[src/rtl/set_assoc_miss_handler_pkg.sv]
// Shared constants, FSM state type and line helpers for the 2-way read-cache refill path.
package set_assoc_miss_handler_pkg;

  localparam int TAG_W     = 5;
  localparam int IDX_W     = 7;
  localparam int OFF_W     = 2;
  localparam int WORD_W    = 32;
  localparam int LINE_W    = 134;
  localparam int VALID_BIT = 133;
  localparam int TAG_MSB   = 132;
  localparam int TAG_LSB   = 128;
  localparam int DATA_MSB  = 127;

  // Byte-address field positions: tag[15:11], index[10:4], word[3:2]
  localparam int WORD_LSB  = 2;
  localparam int IDX_LSB   = 4;
  localparam int TAG_ALSB  = 11;

  typedef enum logic [1:0] {
    IDLE,
    FETCH,
    FILL,
    RESP
  } state_t;

  // Word 0 lives in the most significant slot of the line data.
  function automatic logic [WORD_W-1:0] word_slice(input logic [DATA_MSB:0] data,
                                                   input logic [OFF_W-1:0]  sel);
    return data[DATA_MSB - WORD_W*int'(sel) -: WORD_W];
  endfunction

endpackage

[src/rtl/set_assoc_lru.sv]
// Per-set LRU bit store: value names the way to evict next.
module set_assoc_lru #(
  parameter int SETS  = 128,
  parameter int IDX_W = $clog2(SETS)
) (
  input  logic             clk,
  input  logic             rst,
  input  logic [IDX_W-1:0] rd_index,
  output logic             rd_value,
  input  logic             wr_en,
  input  logic [IDX_W-1:0] wr_index,
  input  logic             wr_value
);

  logic [SETS-1:0] lru_bits;

  // Clear all sets on reset, otherwise single write port update
  always_ff @(posedge clk) begin
    if (rst) begin
      lru_bits <= '0;
    end else if (wr_en) begin
      lru_bits[wr_index] <= wr_value;
    end
  end

  assign rd_value = lru_bits[rd_index];

endmodule

[src/rtl/set_assoc_miss_handler.sv]
// Refill controller for the 2-way, 4-word-line read cache: fetch, victim fill, word return.
module set_assoc_miss_handler
  import set_assoc_miss_handler_pkg::*;
#(
  parameter int ADDR_W = 16,
  parameter int SETS   = 128,
  parameter int WORDS  = 4
) (
  input  logic              clk_i,
  input  logic              rst_i,
  input  logic              req_valid_i,
  input  logic [ADDR_W-1:0] req_addr_i,
  output logic              req_ready_o,
  input  logic              hit_i,
  input  logic              hit_way_i,
  input  logic              valid0_i,
  input  logic              valid1_i,
  output logic              mem_req_o,
  output logic [ADDR_W-1:0] mem_addr_o,
  input  logic              mem_ack_i,
  input  logic [WORD_W-1:0] mem_rdata_i,
  output logic              fill_we_o,
  output logic              fill_way_o,
  output logic [IDX_W-1:0]  fill_index_o,
  output logic [LINE_W-1:0] fill_line_o,
  output logic              resp_valid_o,
  output logic [WORD_W-1:0] resp_data_o
);

  localparam logic [OFF_W-1:0] LAST_BEAT = OFF_W'(WORDS - 1);

  state_t                     state_q, state_d;
  logic [ADDR_W-1:WORD_LSB]   addr_q;
  logic                       victim_q;
  logic [OFF_W-1:0]           beat_q;
  logic [DATA_MSB:0]          data_q;

  logic                       miss_accept;
  logic                       lru_rd_value;
  logic                       lru_we;
  logic [IDX_W-1:0]           lru_windex;
  logic                       lru_wvalue;
  logic [IDX_W-1:0]           req_index;
  logic                       unused_byte_bits;

  assign req_index        = req_addr_i[IDX_LSB +: IDX_W];
  assign unused_byte_bits = ^req_addr_i[WORD_LSB-1:0];

  set_assoc_lru #(
    .SETS  (SETS),
    .IDX_W (IDX_W)
  ) u_lru (
    .clk      (clk_i),
    .rst      (rst_i),
    .rd_index (req_index),
    .rd_value (lru_rd_value),
    .wr_en    (lru_we),
    .wr_index (lru_windex),
    .wr_value (lru_wvalue)
  );

  // FSM state register
  always_ff @(posedge clk_i) begin
    if (rst_i) begin
      state_q <= IDLE;
    end else begin
      state_q <= state_d;
    end
  end

  // Next state, handshake/memory/fill/response outputs and LRU write port
  always_comb begin
    state_d      = state_q;
    req_ready_o  = 1'b0;
    mem_req_o    = 1'b0;
    mem_addr_o   = '0;
    fill_we_o    = 1'b0;
    fill_way_o   = 1'b0;
    fill_index_o = '0;
    fill_line_o  = '0;
    resp_valid_o = 1'b0;
    resp_data_o  = '0;
    miss_accept  = 1'b0;
    lru_we       = 1'b0;
    lru_windex   = req_index;
    lru_wvalue   = 1'b0;
    case (state_q)
      IDLE: begin
        req_ready_o = 1'b1;
        if (req_valid_i) begin
          if (hit_i) begin
            lru_we     = 1'b1;
            lru_wvalue = ~hit_way_i;
          end else begin
            miss_accept = 1'b1;
            state_d     = FETCH;
          end
        end
      end
      FETCH: begin
        mem_req_o  = 1'b1;
        mem_addr_o = {addr_q[ADDR_W-1:IDX_LSB], beat_q, 2'b00};
        if (mem_ack_i && (beat_q == LAST_BEAT)) begin
          state_d = FILL;
        end
      end
      FILL: begin
        fill_we_o                   = 1'b1;
        fill_way_o                  = victim_q;
        fill_index_o                = addr_q[IDX_LSB +: IDX_W];
        fill_line_o[VALID_BIT]      = 1'b1;
        fill_line_o[TAG_MSB:TAG_LSB] = addr_q[TAG_ALSB +: TAG_W];
        fill_line_o[DATA_MSB:0]     = data_q;
        lru_we                      = 1'b1;
        lru_windex                  = addr_q[IDX_LSB +: IDX_W];
        lru_wvalue                  = ~victim_q;
        state_d                     = RESP;
      end
      RESP: begin
        resp_valid_o = 1'b1;
        resp_data_o  = word_slice(data_q, addr_q[WORD_LSB +: OFF_W]);
        state_d      = IDLE;
      end
      default: state_d = IDLE;
    endcase
  end

  // Miss capture (address, victim choice) and beat-by-beat line assembly
  always_ff @(posedge clk_i) begin
    if (rst_i) begin
      addr_q   <= '0;
      victim_q <= 1'b0;
      beat_q   <= '0;
      data_q   <= '0;
    end else if (miss_accept) begin
      addr_q   <= req_addr_i[ADDR_W-1:WORD_LSB];
      victim_q <= !valid0_i ? 1'b0 : (!valid1_i ? 1'b1 : lru_rd_value);
      beat_q   <= '0;
    end else if ((state_q == FETCH) && mem_ack_i) begin
      data_q[DATA_MSB - WORD_W*int'(beat_q) -: WORD_W] <= mem_rdata_i;
      beat_q <= beat_q + 2'd1;
    end
  end

endmodule

[config.mk]
export PLATFORM = sky130hd
export DESIGN_NAME = set_assoc_miss_handler
export DESIGN_NICKNAME = d
export VERILOG_FILES = /design/src/rtl/set_assoc_miss_handler_pkg.sv /design/src/rtl/set_assoc_lru.sv /design/src/rtl/set_assoc_miss_handler.sv
export SDC_FILE = /design/constraint.sdc
export NUM_CORES = 1
export LEC_CHECK = 0
export BUFFER_PORTS_ARGS = -buffer_cell sky130_fd_sc_hd__buf_2
export CAP_MARGIN = 40
export CORE_AREA = 2 2 174 176
export CTS_CLUSTER_SIZE = 40
export DETAILED_ROUTE_END_ITERATION = 8
export DIE_AREA = 0 0 176 178
export HOLD_SLACK_MARGIN = 0.15
export PLACE_DENSITY = 0.7
export SETUP_SLACK_MARGIN = 0.15
export SKIP_CTS_REPAIR_TIMING = 1
export SLEW_MARGIN = 25
export SYNTH_ARGS = -nofsm -noshare
export SYNTH_HDL_FRONTEND = slang
export SYNTH_SLANG_ARGS = --single-unit
[constraint.sdc]
create_clock -name clk_i -period 2.9 [get_ports clk_i]
set_clock_uncertainty 0.1 [all_clocks]
set_input_delay 0.145 -clock clk_i [delete_from_list [all_inputs] [get_ports clk_i]]
set_output_delay 0.145 -clock clk_i [all_outputs]
set_load 0.01 [all_outputs]
==> metrics.yaml, run 1 <==
crit_fanout: 18
yosys_warnings: 0
drtAntennaViolNets: 0
clkTransAtPathRegs_ns: 0.06
area_growth_pct: 22.3
hpwl_um: 29300
tns_ns: 0
rsz0062_at_grt: "no"
slew_headroom: 0.460
ys_types: 46
ys_seq_area_frac: 0.388
vias: 14000
firstDrtPassIters: 7
finalSetupViolations: 0
clk_latency_ns: 0.56
hold_slack_ns: 0.156
worstSetupPathType: "register to register"
die_w_um: 176
synthCells: 1788
initialDrtViolationCount: 1481
yosys_register_bits: 275
hold_path_end: "addr_q[4]"
power_density_mw_per_mm2: 555
gp_congestion: 0.872
ys_async_sr_fraction: 0
synthFlopType: "dfxtp_1"
period_needed_ns: 2.57
io-pin-count: 250
status: "complete, no violations"
grt_max_degree: 115
synth.avg_cell_area_um2: 7.93
n_fill_cell: 2624
min_path_cells: 4
reg2reg_from: "state_q[0]"
leakage_nw: 6.61
drive_above_1_share: 0.216
regToRegEndpoint: "victim_q"
overflow: 0
start_kind: "register"
syn_area_mm2: 0.0142
antenna_found_initial: 1
fmax_ghz: 0.389
core_area_mm2: 0.0294
grt_pass1_vias: 12500
numCtsBuffers: 29
ff2ff_setup_slack_ns: 0.33
ir_drop_mv: 0.481
cts.sinks: 275
cts_buffer_depth: 3
period_share: 0.887
worstMarginPinSlew_ns: 0.811
drc: 0
fin_nets: 2072
htreeDepth: 1
required_ns: 3.27
synth-edff-count: 0
io_buffers: 245
reg2regPathDepth: 8
maxSlewViolCount: 0
final_hold_viol_count: 0
min-delay-start: "req_addr_i[4]"
hold_class: "input pin to register"
row_count: 63
dieArea_mm2: 0.0313
worst-endpoint-arrival_ns: 2.94
viasPerCell: 5.76
endpoint_kind: "register"
cts_tree: "done"
maxCapViolCount: 0
wl_per_cell_um: 18.8
grt_pass1_wl_um: 69900
start_util: 0.482
cts_root_buf: "clkbuf_16"
drt_wl_total_um: 45500
die_h_um: 178
grtUsageTotal: 0.279
## where the power goes
| part | switching [mW] | internal (mW) |
|---|---|---|
| clock | 1.52 | 2.25 |
| combinational | 1.30 | 0.585 |
| sequential | 0.0897 | 3.87 |
## layout by cell type (no fill, tap or decap), types with 10 or more instances in the layout
| cell type | instances |
|---|---|
| nor3b_1 | 11 |
| o211ai_1 | 12 |
| nand3_1 | 131 |
| a21oi_1 | 181 |
| clkbuf_16 | 29 |
| o22ai_1 | 13 |
| dfxtp_1 | 274 |
| nor3_1 | 227 |
| mux4_2 | 63 |
| and3b_1 | 10 |
| dlygate4sd3_1 | 52 |
| clkbuf_8 | 10 |
| and2_1 | 191 |
| buf_2 | 244 |
| nand2_1 | 188 |
| mux2i_1 | 19 |
| nor2_1 | 217 |
| buf_4 | 61 |
## registers in the layout, indices dropped and copies added (netlist names)
register	flops
victim_q	1
state_q	2
beat_q	2
data_q	128
u_lru.lru_bits	128
addr_q	14
## final cells by class
cell class | count | area [um^2] | area share
clock inverter | 7 | 92.6 | 0.00534
inverter | 7 | 26.3 | 0.00151
multi-input combinational | 1330 | 8000 | 0.461
tap | 390 | 488 | 0.0281
sequential | 275 | 5510 | 0.317
antenna | 1 | 2.50 | 0.000144
timing repair buffer | 365 | 2360 | 0.136
clock buffer | 47 | 883 | 0.0509
## stage by stage
| step | instance area [um^2] | worst slack, ns | total power, mW | utilization | cells |
|---|---|---|---|---|---|
| global route | 17400 | 0.195 | 9.99 | 0.590 | 2421 |
| detailed placement | 15800 | 0.404 | 5.81 | 0.538 | 2313 |
| floorplan | 14200 | 0.445 | 5.18 | - | 1789 |
| global placement | 15800 | 0.392 | 5.76 | 0.536 | 2310 |
| CTS | 16800 | 0.0230 | 9.56 | 0.571 | 2367 |
| finish | 17400 | 0.327 | 9.63 | 0.590 | 2422 |
## synthesized netlist by cell type (8+ instances only)
master,number,area (um^2)
nor3b_1,11,82.6
a21oi_1,181,906
and3b_1,10,87.6
nor2_1,221,830
o22ai_1,16,100
clkbuf_1,150,563
buf_1,10,37.5
nor3_1,227,1140
nand2_1,188,706
ha_1,8,100
mux2i_1,19,190
buf_2,11,55.1
dfxtp_1,275,5510
o211ai_1,12,90.1
mux4_2,63,1420
nand3_1,131,656
and2_1,191,1190
## routing by layer
layer,share of wire,track usage
met1,0.41,0.373
met2,0.48,0.464
met3,0.078,0.0424
met4,0.029,0.0913
met5,0,0
## critical path, cell delays in order (launching register included)
cell	delay, ns
dfxtp_1	0.34
inv_1	0.13
ha_1	0.31
and3b_1	0.27
buf_4	0.31
nand3_1	0.12
dlygate4sd3_1	0.57
a21o_1	0.19
a32oi_1	0.15
## logic make-up (layout without fill, tap and decap cells)
family	count (synthesis)	after routing	synth area share
AOI/OAI and AO/OA	230	230	0.0897
xor gates and xnor gates	1	1	0.000618
adders and majority gates	8	8	0.00706
buffers and inverters	184	426	0.0520
DFF	275	275	0.388
muxes	87	87	0.121
other	1	3	0.000264
and+or+nand+nor	1002	1002	0.342
## worst max path at each step
stage,start,endpoint,cells after the start
2_1_floorplan,state_q[0],data_q[34],11
3_3_place_gp,req_addr_i[4],victim_q,6
3_5_place_dp,req_addr_i[4],victim_q,6
4_1_cts,state_q[0],fill_line_o[32],5
5_1_grt,state_q[0],data_q[13],8
6_report,state_q[0],victim_q,8
Note: power is estimated with default switching activity, not from simulation.
==> run 2: changes to the inputs <==
--- a/config.mk
+++ b/config.mk
@@ -7,15 +7,17 @@
 export LEC_CHECK = 0
 export BUFFER_PORTS_ARGS = -buffer_cell sky130_fd_sc_hd__buf_2
 export CAP_MARGIN = 40
-export CORE_AREA = 2 2 174 176
+export CORE_AREA = 2 2 175 177
 export CTS_CLUSTER_SIZE = 40
 export DETAILED_ROUTE_END_ITERATION = 8
-export DIE_AREA = 0 0 176 178
+export DIE_AREA = 0 0 177 179
 export HOLD_SLACK_MARGIN = 0.15
 export PLACE_DENSITY = 0.7
 export SETUP_SLACK_MARGIN = 0.15
 export SKIP_CTS_REPAIR_TIMING = 1
+export SKIP_LAST_GASP = 1
 export SLEW_MARGIN = 25
 export SYNTH_ARGS = -nofsm -noshare
 export SYNTH_HDL_FRONTEND = slang
+export SYNTH_HIERARCHICAL = 1
 export SYNTH_SLANG_ARGS = --single-unit
==> run 2 against run 1 <==
  * Via count rose by 3.1%
  * Clock-buffer cell count down 4
  * Sequential power about the same
  * Worst setup slack lost 0.11 ns
  * Core utilization decreased by 1.2 points
  * Critical path type is now input pin to register
  * Highest routed layer unchanged
==> metrics.yaml, run 2 <==
rsz0062_at_grt: "yes"
grt_pass1_vias: 13300
synth_top_area_cell: "dfxtp_1"
maxCapViolCount: 0
required_ns: 3.21
fin_nets: 1974
clkTransAtPathRegs_ns: 0.06
firstDrtPassIters: 6
die_h_um: 179
yosys_register_bits: 275
htreeDepth: 1
clk_latency_ns: 0.56
worst_slack_ns: 0.213
endpoint_kind: "register"
drc: 0
syn_area_mm2: 0.0144
cts_buffer_depth: 3
hpwl_um: 29200
layout_common_cells: "274 x dfxtp_1, 267 x a21oi_1, 253 x o21ai_0, 244 x buf_2, 188 x and2_1"
start_util: 0.479
crit_fanout: 10
die_w_um: 177
finalSetupViolations: 0
grt_max_degree: 110
worst-endpoint-arrival_ns: 3.00
wl_per_cell_um: 20.5
numCtsBuffers: 28
cts.sinks: 275
ys_types: 49
maxSlewViolCount: 0
grt_pass1_wl_um: 72700
yosys_warnings: 6
grtUsageTotal: 0.286
ys_seq_area_frac: 0.383
antenna_found_initial: 0
row_count: 64
status: "complete, no violations"
area_growth_pct: 20.6
n_fill_cell: 2698
period_needed_ns: 2.69
synthTopCellsByCount: "275 x dfxtp_1, 267 x a21oi_1, 253 x o21ai_0"
power_mw: 10.2
worstMarginPinSlew_ns: 0.785
drive_above_1_share: 0.224
place_ws_ns: 0.199
final_common_cell: "dfxtp_1"
drt_wl_total_um: 47700
cts_root_buf: "clkbuf_16"
power_density_mw_per_mm2: 590
core_area_mm2: 0.0300
ir_drop_mv: 0.522
overflow: 0
fmax_ghz: 0.372
synthCells: 1705
drtAntennaViolNets: 0
leakage_nw: 6.52
synth-edff-count: 0
period_share: 0.927
viasPerCell: 6.19
yosysMostFrequentCell: "dfxtp_1"
synthFlopType: "dfxtp_1"
synth.top_cells.by_area: "dfxtp_1 38%, a21oi_1 9.3%, o21ai_0 8.8%"
io_buffers: 245
start_kind: "input pin"
final_hold_viol_count: 0
vias: 14400
io-pin-count: 250
dieArea_mm2: 0.0317
cts_tree: "done"
top_regs: "data_q x128, u_lru/lru_bits x128, addr_q x14"
worstSetupPathType: "input pin to register"
initialDrtViolationCount: 2050
ys_async_sr_fraction: 0
final_core_util: 0.578
gp_congestion: 0.914
tns_ns: 0
hold_class: "input pin to register"
synth.avg_cell_area_um2: 8.44
netlist.area_leader.share: 0.383
slew_headroom: 0.476
run 2: metrics by stage:
stage          instances  hold WS [ns]  instance area, um^2
5_1_grt             2326         0.177                17400
6_report            2327         0.115                17400
4_1_cts             2274        -0.292                16800
3_5_place_dp        2223         0.294                15800
2_1_floorplan       1706         0.181                14400
3_3_place_gp        2222         0.290                15800
run 2: worst paths after layout:
| path | from | end | slack [ns] | depth (start not counted) |
|---|---|---|---|---|
| setup / recovery | req_addr_i[5] | victim_q | 0.21 | 10 |
| hold / removal | rst_i | addr_q[11] | 0.11 | 2 |
| setup reg to reg | state_q[0] | u_lru/lru_bits[82] | 0.29 | 7 |
| hold reg to reg | addr_q[2] | addr_q[2] | 0.37 | 2 |
run 2: layer usage:
metal,global-route usage,share of wire
met1,0.370,0.40
met2,0.481,0.48
met3,0.0422,0.088
met4,0.113,0.034
met5,0,0
run 2: worst max-delay path: stages:
cell and delay (ns):
dlygate4sd3_1 0.52, buf_2 0.28, mux4_1 0.60, mux4_2 0.52, and3b_1 0.20, a31oi_1 0.14, nand4_1 0.23, nand2b_1 0.22
nand3_1 0.08, a21oi_1 0.06
run 2: report_power, final:
group	internal [mW]	total (mW)	switching, mW
combinational	0.725	2.49	1.76
sequential	3.87	3.96	0.0930
clock	2.25	3.78	1.53
run 2: area by class of cell:
cell class	instances	area [um^2]	share of cell area
repair buffers	362	2360	0.136
flip-flops and latches	275	5510	0.317
inverters	5	18.8	0.00108
diodes	1	2.50	0.000144
multi-input cells	1237	8010	0.461
clock buffers	43	837	0.0482
well taps	396	495	0.0285
clock inverters	8	126	0.00728
run 2: cells by family (layout without fill, tap and decap cells):
family | Yosys count | count (layout) | share of synthesized area
buffers and inverters | 194 | 418 | 0.0650
muxes | 87 | 87 | 0.120
DFF | 275 | 275 | 0.383
other | 1 | 3 | 0.000261
adders and majority gates | 9 | 9 | 0.00783
AOI/OAI and AO/OA | 530 | 530 | 0.186
and+or+nand+nor | 608 | 608 | 0.237
xor gates and xnor gates | 1 | 1 | 0.000609
==> run 3: changes to the inputs <==
--- a/config.mk
+++ b/config.mk
@@ -11,7 +11,8 @@
 export CTS_CLUSTER_SIZE = 40
 export DETAILED_ROUTE_END_ITERATION = 8
 export DIE_AREA = 0 0 177 179
-export HOLD_SLACK_MARGIN = 0.15
+export GPL_TIMING_DRIVEN = 0
+export HOLD_SLACK_MARGIN = 0.1
 export PLACE_DENSITY = 0.7
 export SETUP_SLACK_MARGIN = 0.15
 export SKIP_CTS_REPAIR_TIMING = 1
==> run 3 against run 2 <==
  * Clock power shrank 6.6%
  * Hold slack gained 0.059 ns
  * Worst setup slack got worse by 0.075 ns
  * Critical path type is now register to register
==> metrics.yaml, run 3 (same netlist as run 2, synthesis figures left out) <==
status: "complete, no violations"
wl_per_cell_um: 22.4
io-pin-count: 250
cp_num_buf_inv: 4
final_core_util: 0.601
overflow: 0
initialDrtViolationCount: 1781
n_fill_cell: 2662
htreeDepth: 1
period_share: 0.952
hold_slack_ns: 0.174
vias: 15500
area_growth_pct: 25.5
max_stage_delay_ns: 0.41
critPathTopFamily: "simple AND/OR/NAND/NOR gates"
cpMaxStageDelayCell: "mux2_2"
dieArea_mm2: 0.0317
start_util: 0.479
grt_max_degree: 16
crit_fanout: 10
drc: 0
maxCapViolCount: 0
row_count: 64
fmax_ghz: 0.362
grt_pass1_wl_um: 81600
fin_nets: 2124
rsz0062_at_grt: "yes"
maxSlewViolCount: 0
grtUsageTotal: 0.331
cts_buffer_depth: 3
io_buffers: 244
worstMarginPinSlew_ns: 0.807
drive_above_1_share: 0.251
layout_common_cells: "287 x buf_2, 273 x dfxtp_1, 267 x a21oi_1, 225 x o21ai_0, 188 x and2_1"
numCtsBuffers: 29
final_hold_viol_count: 0
clkTransAtPathRegs_ns: 0.06
cts_tree: "done"
die_h_um: 179
slew_headroom: 0.462
grt_pass1_vias: 14100
firstDrtPassIters: 9
final_common_cell: "buf_2"
cts_root_buf: "clkbuf_16"
die_w_um: 177
required_ns: 3.22
hold_class: "input pin to register"
power_mw: 10.5
top_regs: "data_q x128, u_lru/lru_bits x128, addr_q x14"
leakage_nw: 6.86
start_kind: "register"
endpoint_kind: "register"
drtAntennaViolNets: 0
finalSetupViolations: 0
ir_drop_mv: 0.498
power_density_mw_per_mm2: 584
hpwl_um: 39000
gp_congestion: 0.955
crit_path_cell_trace: "inv_2 > ha_4 > buf_8 > buf_12 > mux2_2 > clkbuf_2 > nor2_1 > nand3_1 > o21ai_0 > a21oi_1"
drt_wl_total_um: 55500
worst-endpoint-arrival_ns: 3.08
cts.sinks: 275
antenna_found_initial: 0
clk_latency_ns: 0.56
viasPerCell: 6.27
worstSetupPathType: "register to register"
core_area_mm2: 0.0300
period_needed_ns: 2.76
[run 3: cell types whose count changed in the layout (fill, tap and decap cells not counted), sizes merged]
cell / delta
buf: +39
dlygate4sd3: +1
bufinv: -3
inv: +1
clkbuf: +106
clkinv: +2
[run 3: worst register-to-register path, delay by kind of cell (launching register included)]
family | cells | cell delay [ns]
and+or+nand+nor | 2 | 0.62
DFF | 1 | 0.34
AOI/OAI and AO/OA | 2 | 0.42
buffers and inverters | 4 | 0.58
adders and majority gates | 1 | 0.15
muxes | 1 | 0.41
[run 3: stage by stage]
step | setup WS [ns] | area (um^2) | setup TNS (ns) | instances
2_1_floorplan | 0.159 | 14400 | 0 | 1706
3_3_place_gp | -0.674 | 16100 | -45.64 | 2346
3_5_place_dp | -0.728 | 16100 | -48.65 | 2346
4_1_cts | -0.761 | 17000 | -52.92 | 2394
5_1_grt | 0.0774 | 18100 | 0 | 2472
6_report | 0.138 | 18100 | 0 | 2473
[run 3: worst paths after layout]
check | startpoint | endpoint | slack [ns] | cells past startpoint
hold reg to reg | addr_q[14] | addr_q[14] | 0.37 | 2
setup / recovery | state_q[0] | u_lru/lru_bits[96] | 0.14 | 10
setup reg to reg | state_q[0] | u_lru/lru_bits[96] | 0.14 | 10
hold / removal | req_addr_i[5] | u_lru/lru_bits[104] | 0.17 | 6
[run 3: routing by layer]
layer  global-route usage  share of wire
met2                0.566           0.48
met4                0.153          0.046
met3               0.0511           0.10
met1                0.411           0.37
met5                    0              0
[run 3: report_power, final]
part / internal (mW) / switching, mW
sequential: 3.87 / 0.0855
clock: 1.95 / 1.58
combinational: 0.901 / 2.15
total: 6.73 / 3.81
[run 3: final cells by class]
cell class,instances,area (um^2),share of cell area
multi-input cells,1237,8180,0.453
flip-flops and latches,275,5510,0.305
inverters,5,18.8,0.00104
clock buffers,40,817,0.0452
diodes,1,2.50,0.000139
plain buffers,189,1060,0.0588
repair buffers,322,1920,0.107
well taps,396,495,0.0274
clock inverters,8,55.1,0.00305
